### src/rtl/irq_ctrl_pkg.sv
// Purpose : shared constants for the interrupt controller (register map, source bit indices).
// Latency : n/a (package only).
// Backpressure: n/a (package only).
package irq_ctrl_pkg;

    // CPU-visible register addresses
    localparam logic [15:0] ADDR_IF = 16'hFF0F;
    localparam logic [15:0] ADDR_IE = 16'hFFFF;

    // Interrupt source bit positions, lowest index = highest priority on the core side
    localparam int IRQ_VBLANK = 0;
    localparam int IRQ_STAT   = 1;
    localparam int IRQ_TIMER  = 2;
    localparam int IRQ_SERIAL = 3;
    localparam int IRQ_JOYPAD = 4;

    localparam int NUM_SRC_DEFAULT = 5;

endpackage

### src/rtl/irq_edge_det.sv
// Purpose : per-bit registered rising-edge detector for level interrupt requests.
// Latency : rise is combinational from req against last cycle's registered value.
// Backpressure: none; free-running every cycle.
// Ports   : clk, rst (sync, active-high), req[WIDTH] level inputs, rise[WIDTH] 0->1 indication.
module irq_edge_det #(
    parameter int WIDTH = 5
) (
    input  logic             clk,
    input  logic             rst,
    input  logic [WIDTH-1:0] req,
    output logic [WIDTH-1:0] rise
);

    logic [WIDTH-1:0] prev_q;
    logic [WIDTH-1:0] prev_d;

    always_comb begin
        prev_d = req;
        rise   = req & ~prev_q;
    end

    // History clears to 0 so a line already high at reset release counts as an edge.
    always_ff @(posedge clk) begin
        if (rst) begin
            prev_q <= '0;
        end else begin
            prev_q <= prev_d;
        end
    end

endmodule

### src/rtl/irq_ctrl.sv
// Purpose : interrupt flag (IF) / enable (IE) registers with edge-triggered request capture.
// Latency : request edge -> IF next cycle -> CPU_IRQ_TRIG/IRQ_ANY one cycle later; reads combinational.
// Backpressure: none; CPU bus accesses complete in a single cycle.
// Ports   : CLK, SYNC_RESET; IRQ_REQ level lines; CPU bus A/DIN/RD/WR/MMIO_REQ -> DOUT/DOE;
//           CPU_IRQ_ACK per-bit clears; CPU_IRQ_TRIG pending&enabled lines, IRQ_ANY wake.
module irq_ctrl
    import irq_ctrl_pkg::*;
#(
    parameter int NUM_SRC = NUM_SRC_DEFAULT
) (
    input  logic               CLK,
    input  logic               SYNC_RESET,
    input  logic [NUM_SRC-1:0] IRQ_REQ,
    input  logic [15:0]        A,
    input  logic [7:0]         DIN,
    input  logic               RD,
    input  logic               WR,
    input  logic               MMIO_REQ,
    input  logic [7:0]         CPU_IRQ_ACK,
    output logic [7:0]         DOUT,
    output logic               DOE,
    output logic [7:0]         CPU_IRQ_TRIG,
    output logic               IRQ_ANY
);

    logic [NUM_SRC-1:0] if_q,   if_d;
    logic [7:0]         ie_q,   ie_d;
    logic [7:0]         trig_q, trig_d;

    logic [NUM_SRC-1:0] req_rise;
    logic [NUM_SRC-1:0] if_base;
    logic               hit_if, hit_ie;
    logic               wr_if,  wr_ie;
    logic [7:0]         if_rd_val;
    logic               unused_ack;

    irq_edge_det #(
        .WIDTH (NUM_SRC)
    ) u_edge_det (
        .clk  (CLK),
        .rst  (SYNC_RESET),
        .req  (IRQ_REQ),
        .rise (req_rise)
    );

    // Acknowledge lines above the implemented sources have no flag to clear.
    assign unused_ack = ^CPU_IRQ_ACK;

    always_comb begin
        hit_if = MMIO_REQ && (A == ADDR_IF);
        hit_ie = MMIO_REQ && (A == ADDR_IE);
        wr_if  = hit_if && WR;
        wr_ie  = hit_ie && WR;

        // Ordering of the terms sets priority: write < acknowledge < request edge.
        if_base = wr_if ? DIN[NUM_SRC-1:0] : if_q;
        if_d    = (if_base & ~CPU_IRQ_ACK[NUM_SRC-1:0]) | req_rise;

        ie_d = wr_ie ? DIN : ie_q;

        trig_d              = '0;
        trig_d[NUM_SRC-1:0] = if_q & ie_q[NUM_SRC-1:0];
    end

    always_ff @(posedge CLK) begin
        if (SYNC_RESET) begin
            if_q   <= '0;
            ie_q   <= '0;
            trig_q <= '0;
        end else begin
            if_q   <= if_d;
            ie_q   <= ie_d;
            trig_q <= trig_d;
        end
    end

    // Read path shows current register state, so a simultaneous write reads back the old value.
    always_comb begin
        if_rd_val              = 8'hFF;
        if_rd_val[NUM_SRC-1:0] = if_q;

        DOE  = RD && (hit_if || hit_ie);
        DOUT = 8'h00;
        if (DOE) begin
            DOUT = hit_if ? if_rd_val : ie_q;
        end
    end

    assign CPU_IRQ_TRIG = trig_q;
    assign IRQ_ANY      = |trig_q;

endmodule

### config.mk
export PLATFORM = sky130hd
export DESIGN_NAME = irq_ctrl
export DESIGN_NICKNAME = d
export VERILOG_FILES = /design/src/rtl/irq_ctrl_pkg.sv /design/src/rtl/irq_edge_det.sv /design/src/rtl/irq_ctrl.sv
export SDC_FILE = /design/constraint.sdc
export NUM_CORES = 1
export LEC_CHECK = 0
export CAP_MARGIN = 20
export CORE_ASPECT_RATIO = 0.7
export CORE_MARGIN = 1
export CORE_UTILIZATION = 35
export CTS_CLUSTER_DIAMETER = 50
export DETAILED_ROUTE_END_ITERATION = 12
export MAX_ROUTING_LAYER = met4
export PLACE_DENSITY_LB_ADDON = 0.08
export SETUP_SLACK_MARGIN = 0.2
export SLEW_MARGIN = 20
export SYNTH_ARGS = -nofsm -noshare
export SYNTH_HDL_FRONTEND = slang
export SYNTH_SLANG_ARGS = --single-unit
### constraint.sdc
create_clock -name CLK -period 1.5 [get_ports CLK]
set_input_delay 0.3 -clock CLK [delete_from_list [all_inputs] [get_ports CLK]]
set_output_delay 0.3 -clock CLK [all_outputs]
set_load 0.05 [all_outputs]
==> impl_metrics.csv <==
group,metric,value,unit
synth,synth.top_cells.by_area,"dfxtp_1 40%, nand2b_1 8.7%, mux2i_1 6.9%",
global_routing,gr-total-overflow,0,
clock_tree,cts_sinks,23,
layout,fin_nets,250,
global_routing,grt_pass1_vias,1212,
critical_path,start_kind,"primary input",
synth,seq_area_frac_synth,0.399,
job,maxCapViolCount,0,
layout,syn_to_final_growth,87.7,%
sta,rsz0062_at_grt,"true",
die,ios,60,
clock_tree,clk_pin_slew,0.08,ns
sta,clock.fmax,523,MHz
layout,final_cell_mix,"21 x dfxtp_1, 20 x clkdlybuf4s50_1, 16 x nand2_1, 16 x nand2b_1, 15 x buf_12",
route,drt_first_iter_violations,43,
sta,whs,0.446,ns
worst_hold_path,whs_endpoint,"CPU_IRQ_TRIG[0]",
critical_path,r2r-start,"if_q[0]",
route,vias,1188,
synth,ys_ff_latch,23,
power_and_ir_drop,vdd_drop_max,0.522,mV
layout,drive_above_1_share,0.353,
layout,final_common_cell,"dfxtp_1",
critical_path,slowest_delay,0.55,ns
critical_path,r2r_end,"if_q[0]",
critical_path,reg2reg_depth,2,
critical_path,cpLargestDelayFamily,"simple AND/OR/NAND/NOR gates",
placement,place_congestion,0.747,
critical_path,critPathSlowestCell,"or4_4",
clock_tree,root_buffer,"clkbuf_8",
clock_tree,cts_made_buffers,3,
critical_path,cp_data_required_time,1.20,ns
worst_hold_path,hold_path_depth,2,
synth,synthCells,139,
die,core_area,0.00315,mm²
clock_tree,cts_tree,"done",
synth,synth.avg_cell_area,8.30,µm²
synth,yosysTopAreaCell,"dfxtp_1",
critical_path,path_buf_inv,2,
global_routing,grt_usage,0.212,
placement,hpwl,2.49,mm
status,violations,"design-rule violations, negative setup slack",
power_and_ir_drop,power.leakage,0.000815,µW
critical_path,worstPathArrival,1.61,ns
global_routing,grt_max_degree,32,
route,wire_per_inst,13.5,µm
layout,post-route-util,0.688,
die,die_h,50.0,µm
synth,synthesis.area,0.00115,mm²
layout,fill_cells,253,
critical_path,ff2ff_setup_slack,0.72,ns
placement,io_buffers,53,
route,drc,6,
synth,synth_top_cell_area_share,0.399,
critical_path,worst-path-stages,6,
synth,netlist-cell-type-count,24,
sta,hold_violations,0,
die,die_area,0.00353,mm²
sta,period_needed,1.91,ns
clock_tree,clockBufferDepth,2,
worst_hold_path,min-delay-start,"ie_q[0]",
critical_path,path_cells,"buf_6 -> or4_4 -> nand2_4 -> nand3_4 -> a21oi_4 -> buf_12",
die,row_count,17,
global_routing,antenna_found_initial,0,
clock_tree,htree_levels,1,
sta,setup_viol,9,
synth,ys_warn_count,0,
layout,diodes,0,
route,drtAntennaViolNets,0,
clock_tree,clk_latency,0.26,ns
route,firstDrtPassIters,8,
sta,maxSlewViolCount,0,
critical_path,worstPathMaxFanout,6,
sta,finalWorstSetupSlack,-0.412,ns
critical_path,endpoint_kind,"primary output",
sta,clock_skew,0.00216,ns
critical_path,critPathKind,"in2out",
worst_hold_path,hold_class,"reg2reg",
route,drt_wl_total,3.31,mm
route,routed_via_density,4.85,
die,start_util,0.366,
status,outcome,"finished, violations left",
die,die_w,70.6,µm
global_routing,grt_pass1_wl,5.66,mm
sta,tns,-3.62,ns
sta,finalCritPeriodShare,1.27,
power_and_ir_drop,powerDensity,574,mW/mm²
==> worst min-delay path: cells and delay by family (launching register included) <==
| family | cells | cell delay [ns] |
|---|---|---|
| flops | 1 | 0.33 |
| simple gates | 2 | 0.09 |
==> cell usage after synthesis (all sizes together) <==
| library cell | n |
|---|---|
| a21oi | 5 |
| a32oi | 5 |
| and2 | 1 |
| buf | 5 |
| clkbuf | 5 |
| clkinv | 1 |
| conb | 1 |
| dfxtp | 23 |
| inv | 5 |
| mux2i | 8 |
| nand2 | 18 |
| nand2b | 16 |
| nand3 | 8 |
| nand3b | 5 |
| nand4 | 8 |
| nor2 | 11 |
| nor2b | 6 |
| nor3 | 1 |
| nor4 | 3 |
| o21a | 3 |
| or4 | 1 |
==> stage by stage <==
stage | setup WS (ns) | power [µW] | instances | instance area, µm²
after floorplan | -0.279 | 743 | 141 | 1260
after global placement | -0.746 | 869 | 237 | 2040
after detailed placement | -0.786 | 879 | 237 | 2040
after CTS | -0.448 | 1250 | 245 | 2170
after global routing | -0.464 | 1300 | 245 | 2170
final | -0.412 | 1240 | 245 | 2170
==> worst max path at each step <==
stage	start	end	slack, ns
after floorplan	A[4]	DOUT[0]	-0.28
after global placement	A[4]	DOUT[1]	-0.75
after detailed placement	A[4]	DOUT[3]	-0.79
after CTS	A[7]	DOUT[3]	-0.45
after global routing	A[4]	DOUT[5]	-0.46
final	A[4]	DOUT[3]	-0.41
==> registers in the layout, summed over array words and instances (netlist names) <==
signal,flops
ie_q,8
if_q,5
u_edge_det.prev_q,5
CPU_IRQ_TRIG,5
==> kinds of logic (layout without fill, tap and decap cells) <==
group | count (synthesis) | in the layout | synth area share
mux | 8 | 8 | 0.0694
buf+inv | 16 | 82 | 0.0759
other cells | 1 | 3 | 0.00325
simple gates | 78 | 78 | 0.373
flops | 23 | 23 | 0.399
compound gates | 13 | 13 | 0.0792
==> final cells by class <==
class	count	area (µm²)	area share
Sequential cell	23	465	0.215
Timing Repair Buffer	72	817	0.377
Tap cell	38	47.5	0.0220
Inverter	6	35.0	0.0162
Clock buffer	4	45.0	0.0208
Multi-Input combinational cell	102	756	0.349
==> report_power, final <==
group | internal [µW] | switching, µW
clock | 190 | 192
combinational | 123 | 89.4
sequential | 630 | 17.3
total | 943 | 299
==> per-layer routing <==
layer | track usage | up-vias | part of all wire
met1 | 0.266 | 542 | 0.44
li1 | - | 607 | -
met2 | 0.369 | 37 | 0.50
met3 | 0.0450 | 2 | 0.058
met4 | 0.0200 | 0 | 0.0027
met5 | - | - | 0
==> timing repair <==
action,in CTS,in global routing
gates cloned,0,0
pin swaps,12,6
setup endpoints to repair,23,23
setup buffers,4,0
hold buffers,0,0
resized for setup,71,6
No activity file was read; power rests on OpenSTA's default activity.
